<file path="config.mk">
export PLATFORM = sky130hd
export DESIGN_NAME = alu_issue_stage
export DESIGN_NICKNAME = d
export VERILOG_FILES = /design/src/rtl/alu_issue_stage.sv
export SDC_FILE = /design/constraint.sdc
export NUM_CORES = 1
export LEC_CHECK = 0
export BUFFER_PORTS_ARGS = -buffer_cell sky130_fd_sc_hd__buf_2
export CORE_ASPECT_RATIO = 0.6
export CORE_MARGIN = 2
export CORE_UTILIZATION = 45
export DETAILED_ROUTE_END_ITERATION = 8
export PLACE_DENSITY = 0.74
export SLEW_MARGIN = 15
export SYNTH_ARGS = -nofsm -noshare
export SYNTH_HDL_FRONTEND = slang
export SYNTH_SLANG_ARGS = --single-unit
</file>
<file path="constraint.sdc">
create_clock -name clk -period 4.85 [get_ports clk]
set_clock_uncertainty 0.1 [all_clocks]
set_input_delay 0 -clock clk [delete_from_list [all_inputs] [get_ports clk]]
set_output_delay 0 -clock clk [all_outputs]
set_load 0.02 [all_outputs]
</file>
<file path="src/rtl/alu_issue_stage.sv">
// rtl/alu_issue_stage.sv - two-register ALU execute wrapper with accumulator forwarding
module alu_issue_stage #(
    parameter int TAG_W = 4,
    parameter int CNT_W = 16
) (
    input  logic             clk,
    input  logic             reset_n,
    input  logic             in_valid,
    output logic             in_ready,
    input  logic [31:0]      in_a,
    input  logic [31:0]      in_b,
    input  logic [2:0]       in_op,
    input  logic             in_acc,
    input  logic [TAG_W-1:0] in_tag,
    output logic [31:0]      alu_a,
    output logic [31:0]      alu_b,
    output logic [2:0]       alu_op,
    input  logic [31:0]      alu_result,
    input  logic             alu_set,
    input  logic             alu_zero,
    input  logic             alu_overflow,
    output logic             out_valid,
    input  logic             out_ready,
    output logic [31:0]      out_result,
    output logic             out_zero,
    output logic             out_overflow,
    output logic             out_illegal,
    output logic [TAG_W-1:0] out_tag,
    input  logic             clr_sticky,
    output logic             ovf_sticky,
    output logic [CNT_W-1:0] retire_count
);

    localparam logic [2:0] OP_AND = 3'b000;
    localparam logic [2:0] OP_OR  = 3'b001;
    localparam logic [2:0] OP_ADD = 3'b010;
    localparam logic [2:0] OP_SUB = 3'b110;
    localparam logic [2:0] OP_SLT = 3'b111;

    logic             s1_valid;
    logic [31:0]      s1_a;
    logic [31:0]      s1_b;
    logic [2:0]       s1_op;
    logic             s1_acc;
    logic [TAG_W-1:0] s1_tag;
    logic             s2_valid;
    logic [31:0]      acc_reg;

    logic s2_free;
    logic s1_adv;
    logic accept;
    logic retire;
    logic s1_legal;
    logic ovf_q;
    logic unused_set;

    assign unused_set = alu_set;

    assign s1_legal = (s1_op == OP_AND) || (s1_op == OP_OR) || (s1_op == OP_ADD) ||
                      (s1_op == OP_SUB) || (s1_op == OP_SLT);

    assign s2_free  = !s2_valid || out_ready;
    assign s1_adv   = s1_valid && s2_free;
    assign in_ready = reset_n && (!s1_valid || s1_adv);
    assign accept   = in_valid && in_ready;
    assign retire   = s2_valid && out_ready;
    assign out_valid = s2_valid;

    // Illegal codes still present a defined op to the ALU; their result is discarded.
    assign alu_a  = s1_acc ? acc_reg : s1_a;
    assign alu_b  = s1_b;
    assign alu_op = s1_legal ? s1_op : OP_ADD;

    assign ovf_q = s1_legal && alu_overflow && ((s1_op == OP_ADD) || (s1_op == OP_SUB));

    always_ff @(posedge clk or negedge reset_n) begin
        if (!reset_n) begin
            s1_valid <= 1'b0;
            s1_a     <= '0;
            s1_b     <= '0;
            s1_op    <= '0;
            s1_acc   <= 1'b0;
            s1_tag   <= '0;
        end else if (accept) begin
            s1_valid <= 1'b1;
            s1_a     <= in_a;
            s1_b     <= in_b;
            s1_op    <= in_op;
            s1_acc   <= in_acc;
            s1_tag   <= in_tag;
        end else if (s1_adv) begin
            s1_valid <= 1'b0;
        end
    end

    always_ff @(posedge clk or negedge reset_n) begin
        if (!reset_n) begin
            s2_valid     <= 1'b0;
            out_result   <= '0;
            out_zero     <= 1'b0;
            out_overflow <= 1'b0;
            out_illegal  <= 1'b0;
            out_tag      <= '0;
        end else if (s1_adv) begin
            s2_valid     <= 1'b1;
            out_result   <= s1_legal ? alu_result : 32'd0;
            out_zero     <= s1_legal && alu_zero;
            out_overflow <= ovf_q;
            out_illegal  <= !s1_legal;
            out_tag      <= s1_tag;
        end else if (retire) begin
            s2_valid <= 1'b0;
        end
    end

    // Updating on advance keeps the forwarded value correct for back-to-back acc ops.
    always_ff @(posedge clk or negedge reset_n) begin
        if (!reset_n) begin
            acc_reg <= '0;
        end else if (s1_adv && s1_legal) begin
            acc_reg <= alu_result;
        end
    end

    always_ff @(posedge clk or negedge reset_n) begin
        if (!reset_n) begin
            ovf_sticky <= 1'b0;
        end else if (s1_adv && ovf_q) begin
            ovf_sticky <= 1'b1;
        end else if (clr_sticky) begin
            ovf_sticky <= 1'b0;
        end
    end

    always_ff @(posedge clk or negedge reset_n) begin
        if (!reset_n) begin
            retire_count <= '0;
        end else if (retire) begin
            retire_count <= retire_count + {{(CNT_W-1){1'b0}}, 1'b1};
        end
    end

endmodule

</file>
==> reports/results.txt, run 1 <==
commonest non-fill, non-tap cells in the layout -> buf_2, dfrtp_1, mux2_2
RSZ-0062 raised after global routing -> no
initial antenna violation count -> 0
met1 usage -> 28.6%
Worst setup EP type -> register
top-area cell type share of the netlist area -> 61.9%
vias -> 4806
total power -> 0.00456 W
first-pass GRT wire length -> 27400 µm
CTS tree -> built
PwrDens -> 477 mW/mm²
Sinks on Clock Net -> 162
commonest non-fill, non-tap cell in the layout -> buf_2
starting density of the core -> 45.7%
I/O Buffers -> 235
Fmax -> 344 MHz
Final Max Slew Viols -> 0
met2 GRT Util -> 36.7%
max_cap viols -> 0
Site Rows -> 34
die area -> 0.0156 mm²
antenna-violating nets left -> 0
top cells by area, synth -> dfrtp_1, mux2_2, a22o_1, buf_6, mux2_4
Hold WC Path Type -> in -> async
drt first pass iters -> 4
GRT Overall Usage -> 22.4%
setup bufs post-CTS -> 0
share of cells above drive strength 1 -> 52.9%
cell taking the most area after synthesis -> dfrtp_1
Synth Instances -> 420
slew at the pin closest to its max-slew limit -> 1.05 ns
Max VDD drop -> 0.262 mV
Leak -> 4.63 nW
Hold Violations, Final -> 0
initial detailed-routing violation count -> 202
status -> complete, no violations
Post-synth EDFFs -> 0
area delta synth->final -> 45.8%
syn nets -> 533
register area -> 0.00405 mm²
Worst EP arrival -> 3.10 ns
final WL -> 16600 µm
M3 GR Usage -> 6.40%
clock-pin slew on the worst setup and hold paths -> 0.07 ns
Final min period -> 2.91 ns
Skew-Pair Late Insertion Delay -> 0.41 ns
DR WL/cell -> 17.0 µm
synthesized cell area -> 0.00655 mm²
Die Span Y -> 97.4 µm
Die Span X -> 160 µm
synthesized flop and latch total -> 162
slew margin rel. -> 30.1%
largest net degree at the start of global routing -> 94
CTS Buf Count -> 17
Final Util -> 66.6%
Synth cell types -> 34
I/O Pins -> 237
dpl hpwl -> 10600 µm
GRT busiest layer -> met2
mean post-synth cell area -> 15.6 µm²
CP required -> 5.04 ns
CTS H-tree depth -> 4
area occupied by multi-input gates -> 0.00230 mm²
GP Congestion -> 0.819
Root Buffer -> clkbuf_16
# fillers -> 1027
Setup Viol. Count Final -> 0
vias in the first global route -> 5308
ys async rst share -> 100%
vias per cell -> 4.91
sequential fraction of the synthesis area -> 61.9%
Clock Path Buffers -> 2
maximum fanout along the worst path -> 41
Core Area -> 0.0143 mm²
drt drc -> 0
nets -> 880
ys flop type -> dfrtp_1
Critical Setup Path Class -> reg -> reg
Yosys warning count -> 0
gr ovfl total -> 0
Post-Route Setup TNS -> 0 ns
Tcrit/Tclk final -> 60.0%
n_diodes -> 0
Worst Setup Start Kind -> register
==> where the power goes <==
group          internal (W)  total [W]  switching [W]
Sequential          0.00168    0.00187       0.000198
Combinational      0.000628    0.00134       0.000714
Clock              0.000749    0.00134       0.000591
Total               0.00305    0.00456        0.00150
==> synth_stat cells (2+ instances only) <==
| cell type | number |
|---|---|
| a22o_1 | 33 |
| and3_1 | 4 |
| buf_2 | 4 |
| buf_4 | 5 |
| buf_6 | 8 |
| clkbuf_1 | 4 |
| dfrtp_1 | 162 |
| inv_1 | 5 |
| mux2_1 | 7 |
| mux2_2 | 128 |
| mux2_4 | 6 |
| nand2_1 | 8 |
| nand2b_1 | 2 |
| nand3_1 | 7 |
| nor2_1 | 4 |
| nor3_1 | 2 |
| xnor2_1 | 9 |
| xor2_1 | 6 |
==> logic make-up after synthesis <==
group	count (synthesis)	share of synthesized area [%]
xor+xnor	15	2.01
simple gates	36	3.27
buf+inv	27	3.00
flops	162	61.9
fa+ha+maj	1	0.191
compound gates	37	4.85
mux	142	24.8
==> what timing repair did <==
| item | CTS | global route |
|---|---|---|
| resized for setup | 0 | 0 |
| hold buffers | 110 | 0 |
| endpoints found under the hold margin | 236 | 0 |
==> per-stage QoR <==
stage,setup slack [ns],area [µm²],std cells,hold WS [ns]
2_1_floorplan,3.17,6550,420,-0.396
5_1_grt,1.73,9550,978,0.179
3_5_place_dp,1.90,7840,836,0.00639
6_report,1.94,9550,978,0.112
3_3_place_gp,2.04,7840,836,0.0103
4_1_cts,1.88,9550,978,0.146
==> cell type report <==
class	count	area share, %
multi-input cells	231	24.1
well taps	198	2.60
repair buffers	350	24.3
inverters	5	0.197
clock buffers	18	4.60
flip-flops and latches	162	42.5
clock inverters	14	1.72
==> layer usage <==
metal / wire length (µm) / vias to the layer above
met2: 8110 / 169
li1: - / 2205
met3: 1050 / 25
met5: 0 / -
met1: 7190 / 2407
met4: 277 / 0
==> path summary, 6_finish.rpt <==
kind                               from            end  slack (ns)  cells after the start
max                           out_valid    acc_reg[23]        1.94                      5
min                             reset_n       alu_b[5]        0.11                      2
max reg2reg                   out_valid    acc_reg[23]        1.94                      5
min reg2reg                out_overflow   out_overflow        0.39                      2
max in group asynchronous       reset_n  out_result[5]        3.13                      3
min in group clk                in_a[7]        s1_a[7]        0.24                      3
==> critical path, stage by stage (launching register included) <==
cell,delay [ns]
dfrtp_1,0.43
nand2b_1,0.17
nand2_2,0.57
nor2_4,0.72
buf_4,0.40
mux2_2,0.38
Note: power is estimated with default switching activity, not from simulation.
==> run 2, diff against run 1 <==
ABC_AREA = 1   (was not set)
PLACE_DENSITY = 0.73   (was 0.74)
clock period = 2.7 ns   (was 4.85 ns; I/O delays follow)
==> run 2 against run 1 <==
  * The run now ends with hold timing left
  * First-iteration DRC count rose by 92%
  * Combinational power grew 66%
  * Hold slack worse by 0.11 ns
  * Largest cell class unchanged
  * Via count grew 33%
==> reports/results.txt, run 2 <==
crit path to -> alu_b[7]
Leak -> 5.46 nW
vias per cell -> 4.89
CTS resizes -> 0
Post-synth EDFFs -> 0
reg-to-reg critical path startpoint -> out_valid
Hold WC Path Type -> in -> reg
commonest cells in the netlist -> nand2_1, dfrtp_1, nand3_1
Buffers & Inverters on Critical Path -> 3
Skew-Pair Late Insertion Delay -> 0.41 ns
M3 GR Usage -> 7.26%
R2R depth -> 7
vias -> 6378
sequential fraction of the synthesis area -> 59.4%
maximum fanout along the worst path -> 67
RSZ-0062 raised after global routing -> no
largest family of logic cells by synthesized area -> simple AND/OR/NAND/NOR gates
Hold Crit Start -> in_valid
I/O Buffers -> 235
ys async rst share -> 100%
mux cell area share after synthesis -> 0%
initial detailed-routing violation count -> 387
total power -> 0.00802 W
commonest non-fill, non-tap cell in the layout -> nand2_1
Tcrit/Tclk final -> 91.4%
first-pass GRT wire length -> 32900 µm
CTS Buf Count -> 17
Fmax -> 405 MHz
Max VDD drop -> 0.428 mV
Critical Setup Path Class -> reg -> reg
Core Area -> 0.0147 mm²
gr ovfl total -> 0
ys flop type -> dfrtp_1
Sinks on Clock Net -> 162
commonest non-fill, non-tap cells in the layout -> nand2_1, buf_2, dfrtp_1
die area -> 0.0162 mm²
CP required -> 2.95 ns
count leader, synth -> nand2_1
dpl hpwl -> 11700 µm
slew at the pin closest to its max-slew limit -> 0.882 ns
failing checks -> hold timing
nets -> 1207
RR Endpoint -> alu_b[7]
CTS H-tree depth -> 4
final WL -> 20100 µm
compound-gate portion of the synthesized area -> 6.36%
synthesized flop and latch total -> 162
Die Span X -> 163 µm
Final min period -> 2.47 ns
drt drc -> 0
CTS tree -> built
Synth cell types -> 29
synthesized cell area -> 0.00683 mm²
Root Buffer -> clkbuf_16
I/O Pins -> 237
mean post-synth cell area -> 9.07 µm²
# fillers -> 1170
crit-path leading delay family -> buffers and inverters
Worst EP arrival -> 2.72 ns
Post-Route Setup TNS -> 0 ns
Adder-Cell Fraction of Synth Area -> 0.183%
top-area cell type share of the netlist area -> 59.4%
crit path cell chain -> nand3_1, nand2_1, inv_2, buf_4, nand3_1, nand2_1, dlygate4sd3_1
share of cells above drive strength 1 -> 29.0%
slew margin rel. -> 41.2%
max_cap viols -> 0
Synth Instances -> 753
Final Max Slew Viols -> 0
Clock Path Buffers -> 2
initial antenna violation count -> 1
Synth Area in XOR/XNOR -> 1.28%
drt first pass iters -> 5
Hold Worst Slack -> -0.0000157 ns
cell taking the most area after synthesis -> dfrtp_1
Worst setup EP type -> register
GRT Overall Usage -> 25.9%
status -> complete, but fails checks
Site Rows -> 34
Setup Viol. Count Final -> 0
vias in the first global route -> 6674
Worst Setup Start Kind -> register
Yosys warning count -> 0
area delta synth->final -> 45.4%
GP Congestion -> 0.831
syn nets -> 866
clock-pin slew on the worst setup and hold paths -> 0.07 ns
top cells by area, synth -> dfrtp_1, nand2_1, nand3_1, inv_1, nor2_1
antenna-violating nets left -> 0
GRT busiest layer -> met2
Levels on crit path -> 7
largest net degree at the start of global routing -> 163
Post-Synth Simple-Gate Area -> 26.3%
CP peak stage delay -> 0.59 ns
met1 usage -> 33.9%
R2R setup slack -> 0.23 ns
Hold Violations, Final -> 1
beginning of the critical path -> out_valid
Die Span Y -> 99.4 µm
met2 GRT Util -> 41.8%
PwrDens -> 808 mW/mm²
starting density of the core -> 46.5%
DR WL/cell -> 15.4 µm
CP max stage cell -> buf_4
[run 2: cell families (layout without fill, tap and decap cells)]
group,after synthesis,count (layout)
adder cells (fa/ha/maj),1,1
AND/OR/NAND/NOR,410,410
other,0,1
AO/OA/AOI/OAI,77,77
buffers and inverters,93,445
XOR/XNOR,10,10
flip-flops,162,162
[run 2: through the flow]
stage | hold WS, ns | util, % | worst slack [ns] | cell area (µm²) | std cells
2_1_floorplan | -0.396 | - | 1.21 | 6830 | 753
3_3_place_gp | 0.0950 | 55.3 | 0.912 | 8110 | 1154
3_5_place_dp | 0.0920 | 55.3 | 0.873 | 8110 | 1154
4_1_cts | 0.00308 | 67.6 | 0.344 | 9920 | 1303
5_1_grt | 0.0538 | 67.6 | 0.131 | 9930 | 1304
6_report | -0.0000157 | 67.6 | 0.231 | 9930 | 1304
[run 2: power breakdown]
part	internal [W]	switching, W	leakage [nW]
registers	0.00297	0.000286	2.03
clock network	0.00157	0.000977	0.299
logic	0.000819	0.00140	3.14
total	0.00536	0.00266	5.46
[run 2: worst min-delay path: stages]
cell and delay [ns]:
buf_2 0.09, nand2_2 0.21, nand2_1 0.12, nand2_1 0.05
[run 2: final cells by class]
class | count | area [µm²] | area share [%]
diodes | 1 | 2.50 | 0.0252
clock buffers | 18 | 439 | 4.42
clock inverters | 12 | 180 | 1.81
inverters | 53 | 199 | 2.00
multi-input cells | 498 | 2330 | 23.5
flip-flops and latches | 162 | 4060 | 40.8
well taps | 198 | 248 | 2.50
repair buffers | 362 | 2470 | 24.9
[run 2: worst min path at each step]
stage,to,cells past startpoint
floorplan,acc_reg[0],0
global placement,ovf_sticky,2
detailed placement,ovf_sticky,2
CTS,s1_a[24],4
global route,s1_a[24],4
finish,s1_a[24],4
[run 2: routing by layer]
metal  up-vias  share of wire, %
met1      3020                44
li1       3059                 -
met5         -                 0
met2       257                46
met3        42               7.3
met4         0               2.6
[run 2: repair_timing]
item | in CTS | in global routing
hold endpoints to repair | 307 | 0
setup endpoints to repair | 0 | 0
hold buffers | 119 | 0
setup buffers | 0 | 0
==> run 3, diff against run 2 <==
PLACE_DENSITY = 0.74   (was 0.73)
REMOVE_ABC_BUFFERS = 1   (was not set)
==> run 3 against run 2 <==
  * The run now ends clean
  * First-iteration DRC count increased by 19%
  * Fmax increased by 4.9%
  * Highest routed layer unchanged
  * Count of clock-buffer cells in the layout grew 1
  * Sequential share of layout area is 0.48 points lower
  * Power rose by 0.67%
  * Hold slack better by 0.019 ns
  * Register-to-register slack better by 0.11 ns
  * Via count fell by 0.55%
  * Wire length down 1.7%
  * Cell count rose by 0.61%
  * Combinational power about the same
==> reports/results.txt, run 3 (synthesized netlist as in run 2, its figures left out) <==
status -> complete, no violations
initial antenna violation count -> 0
CTS resizes -> 0
nets -> 1215
P_int -> 0.00543 W
Sinks on Clock Net -> 162
CTS Buf Count -> 17
Worst setup EP type -> register
Hold Crit Depth -> 3
Die Span X -> 163 µm
Die Span Y -> 99.4 µm
n_diodes -> 0
vias in the first global route -> 6478
DR WL/cell -> 15.1 µm
maximum fanout along the worst path -> 34
CTS H-tree depth -> 4
clock network fraction of total power -> 32.3%
Flop pwr share -> 40.3%
drt drc -> 0
max_cap viols -> 0
Final Max Slew Viols -> 0
GRT Overall Usage -> 25.1%
drt first pass iters -> 5
switching share of power -> 32.8%
CP peak stage delay -> 0.60 ns
vias -> 6343
Site Rows -> 34
commonest non-fill, non-tap cell in the layout -> nand2_1
Worst EP arrival -> 2.60 ns
Tcrit/Tclk final -> 87.2%
gr ovfl total -> 0
sw power -> 0.00265 W
Fmax -> 425 MHz
commonest non-fill, non-tap cells in the layout -> nand2_1, buf_2, dfrtp_1
R2R depth -> 7
CP required -> 2.95 ns
Root Buffer -> clkbuf_16
Skew-Pair Late Insertion Delay -> 0.41 ns
area delta synth->final -> 47.2%
Clock Path Buffers -> 2
Post-Route Setup TNS -> 0 ns
first-pass GRT wire length -> 32100 µm
crit path cell chain -> nand3_1, nand2_1, inv_2, buf_4, nand3_1, dlygate4sd3_1, nand2_1
Setup Viol. Count Final -> 0
Worst Setup Start Kind -> register
Final Util -> 68.4%
clock-pin slew on the worst setup and hold paths -> 0.06 ns
# fillers -> 1132
vias per cell -> 4.83
I/O Buffers -> 235
Hold Violations, Final -> 0
final WL -> 19800 µm
Leak -> 5.47 nW
Core Area -> 0.0147 mm²
I/O Pins -> 237
initial detailed-routing violation count -> 461
slew margin rel. -> 44.0%
GP Congestion -> 0.818
die area -> 0.0162 mm²
Hold WC Path Type -> in -> reg
RSZ-0062 raised after global routing -> no
Final min period -> 2.35 ns
share of cells above drive strength 1 -> 28.7%
slew at the pin closest to its max-slew limit -> 0.840 ns
CP max stage cell -> dlygate4sd3_1
combinational share of power -> 27.3%
PwrDens -> 804 mW/mm²
CTS tree -> built
Critical Setup Path Class -> reg -> reg
antenna-violating nets left -> 0
Max VDD drop -> 0.374 mV
dpl hpwl -> 11700 µm
starting density of the core -> 46.5%
Hold Worst Slack -> 0.0194 ns
largest net degree at the start of global routing -> 163
-- run 3: changes by cell type in the layout (fill, tap and decap cells not counted), sizes merged --
cell         change
diode            -1
clkinv           -1
bufinv           +1
buf              +1
clkbuf           +1
dlygate4sd3      +7
-- run 3: per-stage QoR --
stage / cell area (µm²) / cells / setup WS [ns] / total power, W
2_1_floorplan: 6590 / 713 / 0.102 / 0.00451
3_3_place_gp: 8150 / 1155 / 0.861 / 0.00528
3_5_place_dp: 8150 / 1155 / 0.806 / 0.00534
4_1_cts: 10000 / 1312 / 0.443 / 0.00812
5_1_grt: 10000 / 1312 / 0.231 / 0.00852
6_report: 10000 / 1312 / 0.346 / 0.00808
-- run 3: layer usage --
metal	wire length [µm]	up-vias	GRT usage, %
met3	1750	22	6.76
met4	230	0	8.24
li1	-	3077	-
met2	9240	270	40.6
met1	8580	2974	33.2
met5	0	-	0
-- run 3: critical path: cells and delay by family, from the launching register on --
kind          cells  cell delay [ns]
buf+inv           3             1.33
simple gates      4             0.42
flops             1             0.42
-- run 3: final timing paths --
path                           start           to  slack [ns]
setup / recovery           out_valid    alu_b[28]        0.35
hold / removal              in_valid     s1_a[10]        0.02
setup reg to reg           out_valid    alu_b[28]        0.35
hold reg to reg             s1_a[24]     s1_a[24]        0.37
max in group asynchronous    reset_n       s1_acc        1.59
min in group asynchronous    reset_n  out_illegal        0.25
-- run 3: power groups by stage --
stage                     sequential [W]  clock, W  combinational (W)
after detailed placement         0.00328         0            0.00206
after CTS                        0.00325   0.00267            0.00220
after global routing             0.00332   0.00277            0.00243
final                            0.00326   0.00261            0.00221
after floorplan                  0.00355         0           0.000957
after global placement           0.00326         0            0.00202
-- run 3: final cells by class --
class	instances	area (µm²)	share of cell area, %
Clock buffer	19	433	4.31
Clock inverter	12	205	2.04
Inverter	53	199	1.98
Multi-Input combinational cell	498	2330	23.2
Sequential cell	162	4060	40.4
Tap cell	198	248	2.47
Timing Repair Buffer	370	2570	25.6
-- run 3: timing repair --
| item | CTS | global route |
|---|---|---|
| setup buffers | 0 | 0 |
| hold buffers | 126 | 0 |
| endpoints found under the hold margin | 306 | 0 |
